===== src/rtl/vp_pkg.sv =====
// Shared types and widths for the value-prediction recovery controller.
// Holds the FSM state enum, core widths and the fetch redirect helper.
package vp_pkg;

  localparam int ADDR_WIDTH = 32;
  localparam int DATA_WIDTH = 32;

  typedef enum logic [2:0] {
    IDLE,
    SPEC,
    COMMIT,
    FLUSH,
    FIX,
    ACK_WAIT
  } vp_ctrl_state_t;

  function automatic logic [ADDR_WIDTH-1:0] vp_next_pc(
    input logic [ADDR_WIDTH-1:0] pc
  );
    return pc + ADDR_WIDTH'(4);
  endfunction

endpackage


===== src/rtl/sat_counter.sv =====
// Saturating up-counter: clr has priority, inc is ignored once at MAX.
// Ports: clk, rst (sync, high), inc, clr -> cnt, sat (cnt == MAX).
module sat_counter #(
  parameter int MAX = 8,
  parameter int CW  = $clog2(MAX + 1)
) (
  input  logic          clk,
  input  logic          rst,
  input  logic          inc,
  input  logic          clr,
  output logic [CW-1:0] cnt,
  output logic          sat
);

  localparam logic [CW-1:0] LMAX = CW'(MAX);

  logic [CW-1:0] r_cnt;

  always_ff @(posedge clk) begin
    if (rst) begin
      r_cnt <= '0;
    end else if (clr) begin
      r_cnt <= '0;
    end else if (inc && (r_cnt != LMAX)) begin
      r_cnt <= r_cnt + CW'(1);
    end
  end

  assign cnt = r_cnt;
  assign sat = (r_cnt == LMAX);

endmodule


===== src/rtl/vp_recovery_ctrl.sv =====
// Pipeline-side recovery controller for the load value predictor.
// Ports: predictor handshake in, issue tracking, flush/redirect/RF-fix out.
module vp_recovery_ctrl
  import vp_pkg::*;
#(
  parameter int MAX_SPEC      = 8,
  parameter int REG_IDX_WIDTH = 5
) (
  input  logic                          clk,
  input  logic                          rst,
  input  logic                          vp_lock,
  input  logic                          vp_pred_valid,
  input  logic [ADDR_WIDTH-1:0]         load_pc,
  input  logic [REG_IDX_WIDTH-1:0]      load_dst,
  input  logic                          vp_done,
  input  logic                          vp_en_recover,
  input  logic [DATA_WIDTH-1:0]         mem_data,
  input  logic                          recovery_done_ack,
  input  logic                          spec_issue,
  output logic                          checkpoint_req,
  output logic                          commit_spec,
  output logic                          flush,
  output logic                          redirect_valid,
  output logic [ADDR_WIDTH-1:0]         redirect_pc,
  output logic                          rf_fix_we,
  output logic [REG_IDX_WIDTH-1:0]      rf_fix_idx,
  output logic [DATA_WIDTH-1:0]         rf_fix_data,
  output logic                          spec_stall,
  output logic                          recovery_done,
  output logic [$clog2(MAX_SPEC+1)-1:0] spec_cnt,
  output logic                          protocol_err
);

  localparam int CW = $clog2(MAX_SPEC + 1);

  vp_ctrl_state_t r_state;

  logic [ADDR_WIDTH-1:0]    r_pc;
  logic [REG_IDX_WIDTH-1:0] r_dst;
  logic [DATA_WIDTH-1:0]    r_data;
  logic                     r_ckpt;
  logic                     r_commit;
  logic                     r_flush;
  logic                     r_fix_we;
  logic                     r_rdone;
  logic                     r_perr;

  logic          w_idle;
  logic          w_spec;
  logic          w_ackw;
  logic          w_accept;
  logic          w_sat;
  logic          w_inc;
  logic          w_clr;
  logic          w_err;
  logic [CW-1:0] w_cnt;

  assign w_idle   = (r_state == IDLE);
  assign w_spec   = (r_state == SPEC);
  assign w_ackw   = (r_state == ACK_WAIT);
  assign w_accept = w_idle & vp_pred_valid & vp_lock;

  // A recovering cycle does not count the younger issue: it is squashed.
  assign w_inc = w_spec & spec_issue & ~w_sat & ~vp_en_recover;
  assign w_clr = w_accept | (r_state == COMMIT) | (r_state == FLUSH);

  assign w_err = (vp_pred_valid & ~w_idle)
               | ((vp_done | vp_en_recover) & ~w_spec)
               | (recovery_done_ack & ~w_ackw);

  sat_counter #(
    .MAX (MAX_SPEC),
    .CW  (CW)
  ) u_spec_cnt (
    .clk (clk),
    .rst (rst),
    .inc (w_inc),
    .clr (w_clr),
    .cnt (w_cnt),
    .sat (w_sat)
  );

  always_ff @(posedge clk) begin
    if (rst) begin
      r_state  <= IDLE;
      r_pc     <= '0;
      r_dst    <= '0;
      r_data   <= '0;
      r_ckpt   <= 1'b0;
      r_commit <= 1'b0;
      r_flush  <= 1'b0;
      r_fix_we <= 1'b0;
      r_rdone  <= 1'b0;
      r_perr   <= 1'b0;
    end else begin
      r_ckpt   <= 1'b0;
      r_commit <= 1'b0;
      r_flush  <= 1'b0;
      r_fix_we <= 1'b0;
      if (w_err) r_perr <= 1'b1;
      unique case (r_state)
        IDLE: begin
          if (w_accept) begin
            r_pc    <= vp_next_pc(load_pc);
            r_dst   <= load_dst;
            r_ckpt  <= 1'b1;
            r_state <= SPEC;
          end
        end
        SPEC: begin
          if (vp_en_recover) begin
            r_data  <= mem_data;
            r_flush <= 1'b1;
            r_state <= FLUSH;
          end else if (vp_done) begin
            r_commit <= 1'b1;
            r_state  <= COMMIT;
          end
        end
        COMMIT: r_state <= IDLE;
        FLUSH: begin
          // $zero is never written.
          r_fix_we <= (r_dst != '0);
          r_state  <= FIX;
        end
        FIX: begin
          r_rdone <= 1'b1;
          r_state <= ACK_WAIT;
        end
        ACK_WAIT: begin
          if (recovery_done_ack) begin
            r_rdone <= 1'b0;
            r_state <= IDLE;
          end
        end
        default: r_state <= IDLE;
      endcase
    end
  end

  assign checkpoint_req = r_ckpt;
  assign commit_spec    = r_commit;
  assign flush          = r_flush;
  assign redirect_valid = r_flush;
  assign redirect_pc    = r_pc;
  assign rf_fix_we      = r_fix_we;
  assign rf_fix_idx     = r_dst;
  assign rf_fix_data    = r_data;
  assign spec_stall     = w_spec & w_sat;
  assign recovery_done  = r_rdone;
  assign spec_cnt       = w_cnt;
  assign protocol_err   = r_perr;

endmodule


===== config.mk =====
export PLATFORM = sky130hd
export DESIGN_NAME = vp_recovery_ctrl
export DESIGN_NICKNAME = d
export VERILOG_FILES = /design/src/rtl/vp_pkg.sv /design/src/rtl/sat_counter.sv /design/src/rtl/vp_recovery_ctrl.sv
export SDC_FILE = /design/constraint.sdc
export NUM_CORES = 1
export LEC_CHECK = 0
export ABC_CLOCK_PERIOD_IN_PS = 4300
export BUFFER_PORTS_ARGS = -buffer_cell sky130_fd_sc_hd__buf_4
export CAP_MARGIN = 20
export CORE_MARGIN = 5
export CORE_UTILIZATION = 52
export CTS_BUF_LIST = sky130_fd_sc_hd__clkbuf_2
export DETAILED_ROUTE_END_ITERATION = 8
export GPL_TIMING_DRIVEN = 1
export HOLD_SLACK_MARGIN = 0.08
export PLACE_DENSITY = 0.95
export SKIP_LAST_GASP = 1
export SYNTH_ARGS = -nofsm -noshare
export SYNTH_HDL_FRONTEND = slang
export SYNTH_SLANG_ARGS = --single-unit

===== constraint.sdc =====
create_clock -name clk -period 4.3 [get_ports clk]
set_input_delay 1.075 -clock clk [delete_from_list [all_inputs] [get_ports clk]]
set_output_delay 1.075 -clock clk [all_outputs]
set_load 0.01 [all_outputs]

After elaboration in Yosys (flattened, before gate mapping)
Cells that the tools add are included.
- register bits: 82
- bits in latches: 0
- RAM bits: 0
- memory bits (read-only): 0
- output and inout port bits: 81
- memories kept: 0
- add/subtract/negate cells: 2
- multipliers: 0
- divide/modulo/power cells: 0
- $lt $le $gt $ge: 0
- eq/ne operators: 10
- shift operators: 0
- muxes and demuxes: 10
- bitwise gates (word level): 20
- reductions and logical operators: 13
- operator list (kind ; number):
    adder 32 x 3 -> 32 bit, second input constant ; 1
    one-hot mux 3 bit (5 select lines) ; 1
    two-way mux 3 bit ; 4
    bitwise AND 1 bit ; 9
    OR reduction 2 bit ; 4
    == test 3 x 2 -> 1 bit, second input constant ; 2
    == test 3 bit, second input constant ; 2
    NOT 1 bit ; 6
    AND reduction 2 bit ; 3
    OR 1 bit ; 5
    nonzero test 5 bit ; 1
    adder 4 x 1 -> 4 bit, second input constant ; 1
    == test 4 bit, second input constant ; 1
    two-way mux 1 bit ; 4
    != test 4 bit, second input constant ; 1
    == test 3 x 1 -> 1 bit, second input constant ; 1
    logical NOT 3 bit ; 1
    != test 3 bit, second input constant ; 1
    AND reduction 3 bit ; 1
    OR reduction 3 bit ; 1
    != test 2 x 1 -> 1 bit, second input constant ; 1
    != test 2 bit, second input constant ; 1
    one-hot mux 1 bit (2 select lines) ; 1
    nonzero test 2 bit ; 1
    logical AND 1 bit ; 1

Longest topological paths before layout
- word-level depth: 6
- depth in mapped cells: 8

Hierarchy
A second synthesis with hierarchy kept.
- cells, all modules: 456
- area total of the unflattened synthesis: 3688.5 um^2
- modules (own cells, without submodules) (module ; instances ; cells each ; area each (um^2) ; seq. area each (um^2)):
    vp_recovery_ctrl ; 1 ; 431 ; 3464.6 ; 1561.5
    sat_counter ; 1 ; 25 ; 224.0 ; 80.1

Least setup slack after synthesis
No wires, ideal clock.
- path kind: in2reg
- start: input port load_pc[2]
- end: register r_pc[18], in the netlist redirect_pc[18]
- data arrival time: 2040 ps
- path slack: 2140 ps
- stages on the path: 6
- cells stage by stage: ha_1 -> inv_1 -> nor3_1 -> nand4_1 -> xnor2_1 -> o21ai_1
- word-level cells in the longest chain between the ends: 1
- ends and longest elaborated chain (what ; line ; text):
    start: declaration ; vp_recovery_ctrl.sv:13 ; input logic [ADDR_WIDTH-1:0] load_pc,
    adder 32 x 3 -> 32 bit ; vp_pkg.sv:20 ; return pc + ADDR_WIDTH'(4);
    end signal: assignment ; vp_recovery_ctrl.sv:104 ; r_pc <= vp_next_pc(load_pc);
    end: declaration ; vp_recovery_ctrl.sv:38 ; logic [ADDR_WIDTH-1:0] r_pc;
Every way passes these cells.
A chain may end at the register's enable or synchronous reset.

Worst setup path in the final report
- start: register u_spec_cnt.r_cnt[0], in the netlist u_spec_cnt.cnt[0]
- end: output port spec_stall
- word-level cells in the longest chain between the ends: 2
- ends and longest elaborated chain (what ; line ; text):
    start: declaration ; sat_counter.sv:17 ; logic [CW-1:0] r_cnt;
    start signal: assignment ; sat_counter.sv:25 ; r_cnt <= r_cnt + CW'(1);
    == test 4 bit ; sat_counter.sv:30 ; assign sat = (r_cnt == LMAX);
    bitwise AND 1 bit ; vp_recovery_ctrl.sv:149 ; assign spec_stall = w_spec & w_sat;
    end: declaration ; vp_recovery_ctrl.sv:28 ; output logic spec_stall,
Every way passes these cells.

==> flow_metrics.py <==
metrics = {
    "critical_path": {
        "slowest_stage": "dfxtp_1",
        "reg2reg_depth": 5,
        "critPathCaptureType": "primary output",
        "critPathTopFamily": "flip-flops",
        "cp-start-kind": "flip-flop",
        "critPathLaunch": "u_spec_cnt.cnt[0]",
        "critPathBufInv": 2,
        "criticalPathCategory": "reg -> out",
        "crit_path_cell_trace": "inv_1 > ha_1 > nand3b_1 > nor2_1 > buf_4",
        "r2r-start": "r_state[0]",
        "max_stage_delay_ns": 0.46,
        "timing.rr.end": "rf_fix_data[28]",
        "cp_data_arrival_time_ns": 1.50,
        "worstPathRequired_ns": 3.22,
        "path_max_fanout": 5,
        "r2r_slack_ns": 2.53,
    },
    "sta": {
        "fmax_mhz": 388,
        "hold_viol_final": 0,
        "tightestPinTransition_ns": 0.711,
        "setup_viol": 0,
        "worst_slack_ns": 1.72,
        "grt_setup_unrepaired": "no",
        "slew_headroom": 0.522,
        "layout_min_cycle_time_ns": 2.58,
        "clock_skew_ns": 0.0215,
        "drv_slew": 0,
        "fin_tns_setup_ns": 0,
        "fin_crit_sh": 0.600,
    },
    "clock_network": {
        "clock_latency_ns": 0.51,
        "cts_hold_buf": 0,
        "post_cts_buffers": 0,
        "cts_max_level": 3,
        "clock-sinks": 82,
        "post_cts_resized": 0,
        "cts_tree": "built",
        "cts_buffers": 9,
        "cts.clk_slew.worst_paths_ns": 0.21,
        "clockRootBuffer": "clkbuf_2",
        "cts_buffer_depth": 2,
    },
    "route": {
        "ant_nets": 0,
        "vias_per_cell": 5.31,
        "drt_iter0_drc": 106,
        "drtPass1Iterations": 4,
        "remaining_drc_errors": 0,
        "wire_per_inst_um": 14.5,
        "vias": 3343,
        "drt-total-wl_um": 9120,
    },
    "hold_path": {
        "worstHoldEndpoint": "redirect_pc[17]",
        "hp-class": "reg -> reg",
        "hp-start": "redirect_pc[17]",
        "hold_path_depth": 2,
    },
    "synthesis": {
        "synthTopCellsByArea": "dfxtp_1 49%, nand2_1 12%, xor2_1 6.5%, a21oi_1 5.8%, o21ai_1 3.1%",
        "netlist.area_leader.share": 0.488,
        "synthArstFlopShare": 0,
        "synth_nets": 481,
        "synth-main-ff-cell": "dfxtp_1",
        "synth-seq-area-share": 0.488,
        "synth_top_area_cell": "dfxtp_1",
        "synth-edff-count": 0,
        "ys_seq_elements": 82,
        "syn_area_um2": 3360,
        "synthesis.instances": 401,
        "syn-mean-instance-area_um2": 8.38,
        "yosysWarnings": 0,
        "synth_cell_type_count": 35,
    },
    "floorplan": {
        "die_w_um": 90.4,
        "num_rows": 29,
        "die_h_um": 90.4,
        "initial_core_util": 0.533,
        "io_pins": 158,
        "core_area_um2": 6310,
        "dieArea_um2": 8170,
    },
    "layout": {
        "area_growth_pct": 38.6,
        "final_net_count": 628,
        "diodes": 0,
        "final_common_cell": "buf_4",
        "postLayoutCoreUtil": 0.738,
        "final_cell_mix": "158 x buf_4, 105 x nand2_1, 82 x dfxtp_1",
        "drive_gt1_frac": 0.331,
        "final_cell_count_no_fill": 630,
    },
    "placed_design": {
        "hpwl_um": 6970,
        "dp_slack_ns": 1.70,
        "routabilityCongestion": 0.791,
        "io_buffers": 157,
        "dp_cells": 612,
    },
    "global_route": {
        "grt_pass1_vias": 3265,
        "met2_usage": 0.390,
        "top_usage_layer": "met2",
        "grt_pass1_wl_um": 14900,
        "antenna_found_initial": 0,
        "grt.total_usage": 0.219,
        "grt_max_degree": 43,
        "use_met3": 0.0400,
        "grt_use_met1": 0.241,
        "overflow": 0,
    },
    "pwr": {
        "power_uw": 1390,
        "cellPowerDensity_nw_per_um2": 299,
        "leakage_uw": 0.00200,
        "ir_drop_uv": 210,
    },
    "status": {
        "status": "complete, no violations",
    },
    "flow_run": {
        "drv_cap": 0,
    },
}
synthesized netlist by cell type, types with 6 or more instances:
library cell / n
nand4_1: 14
clkbuf_1: 12
nand3_1: 11
a22o_1: 8
xor2_1: 25
a21oi_1: 39
xnor2_1: 6
o21ai_0: 10
nand2_1: 105
dfxtp_1: 82
nor2_1: 15
o21ai_1: 21
buf_2: 6
registers in the layout, summed over array words and instances, names as in the netlist:
name            count
commit_spec         1
rf_fix_we           1
redirect_pc        32
u_spec_cnt.cnt      4
flush               1
protocol_err        1
recovery_done       1
rf_fix_idx          5
r_state             3
checkpoint_req      1
rf_fix_data        32
worst max path at each step:
stage                     depth (start not counted)               to  slack [ns]
after floorplan                                   6  redirect_pc[18]        2.14
after global placement                            6  redirect_pc[31]        1.79
after detailed placement                          6  redirect_pc[31]        1.70
after CTS                                         5       spec_stall        1.70
after global routing                              5       spec_stall        1.61
final                                             5       spec_stall        1.72
layout make-up:
class                   instances  area (um2)
fillers                       490        1660
flip-flops and latches         82        1640
multi-input cells             289        1570
repair buffers                160        1240
well taps                      77        96.3
clock buffers                  12        60.1
inverters                       6        27.5
clock inverters                 4        18.8
kinds of logic after synthesis:
| group | count (synthesis) | share of synthesized area |
|---|---|---|
| flops | 82 | 0.488 |
| compound gates | 81 | 0.132 |
| xor+xnor | 31 | 0.0808 |
| fa+ha+maj | 3 | 0.0112 |
| buf+inv | 30 | 0.0447 |
| simple gates | 173 | 0.240 |
| mux | 1 | 0.00298 |
worst register-to-register path: stages, from the launching register on:
cell and delay (ns):
dfxtp_1 0.52, nor3b_1 0.32, and2_1 0.45, buf_16 0.22, nand2_1 0.07, a21oi_1 0.13
stage by stage:
| stage | area (um2) | hold slack, ns |
|---|---|---|
| finish | 4660 | 0.463 |
| global route | 4660 | 0.486 |
| CTS | 4600 | 0.465 |
| detailed placement | 4520 | 0.442 |
| global placement | 4520 | 0.435 |
| floorplan | 3360 | 0.470 |
metal layers:
layer,wire [um],vias up,part of all wire
met5,0,-,0
met4,391,0,0.043
met3,456,30,0.050
met2,4800,112,0.53
met1,3480,1549,0.38
li1,-,1652,-
power breakdown:
part | internal, uW | switching [uW]
Sequential | 797 | 22.6
Clock | 79.1 | 245
Combinational | 128 | 119
(Power assumes the default switching activity.)
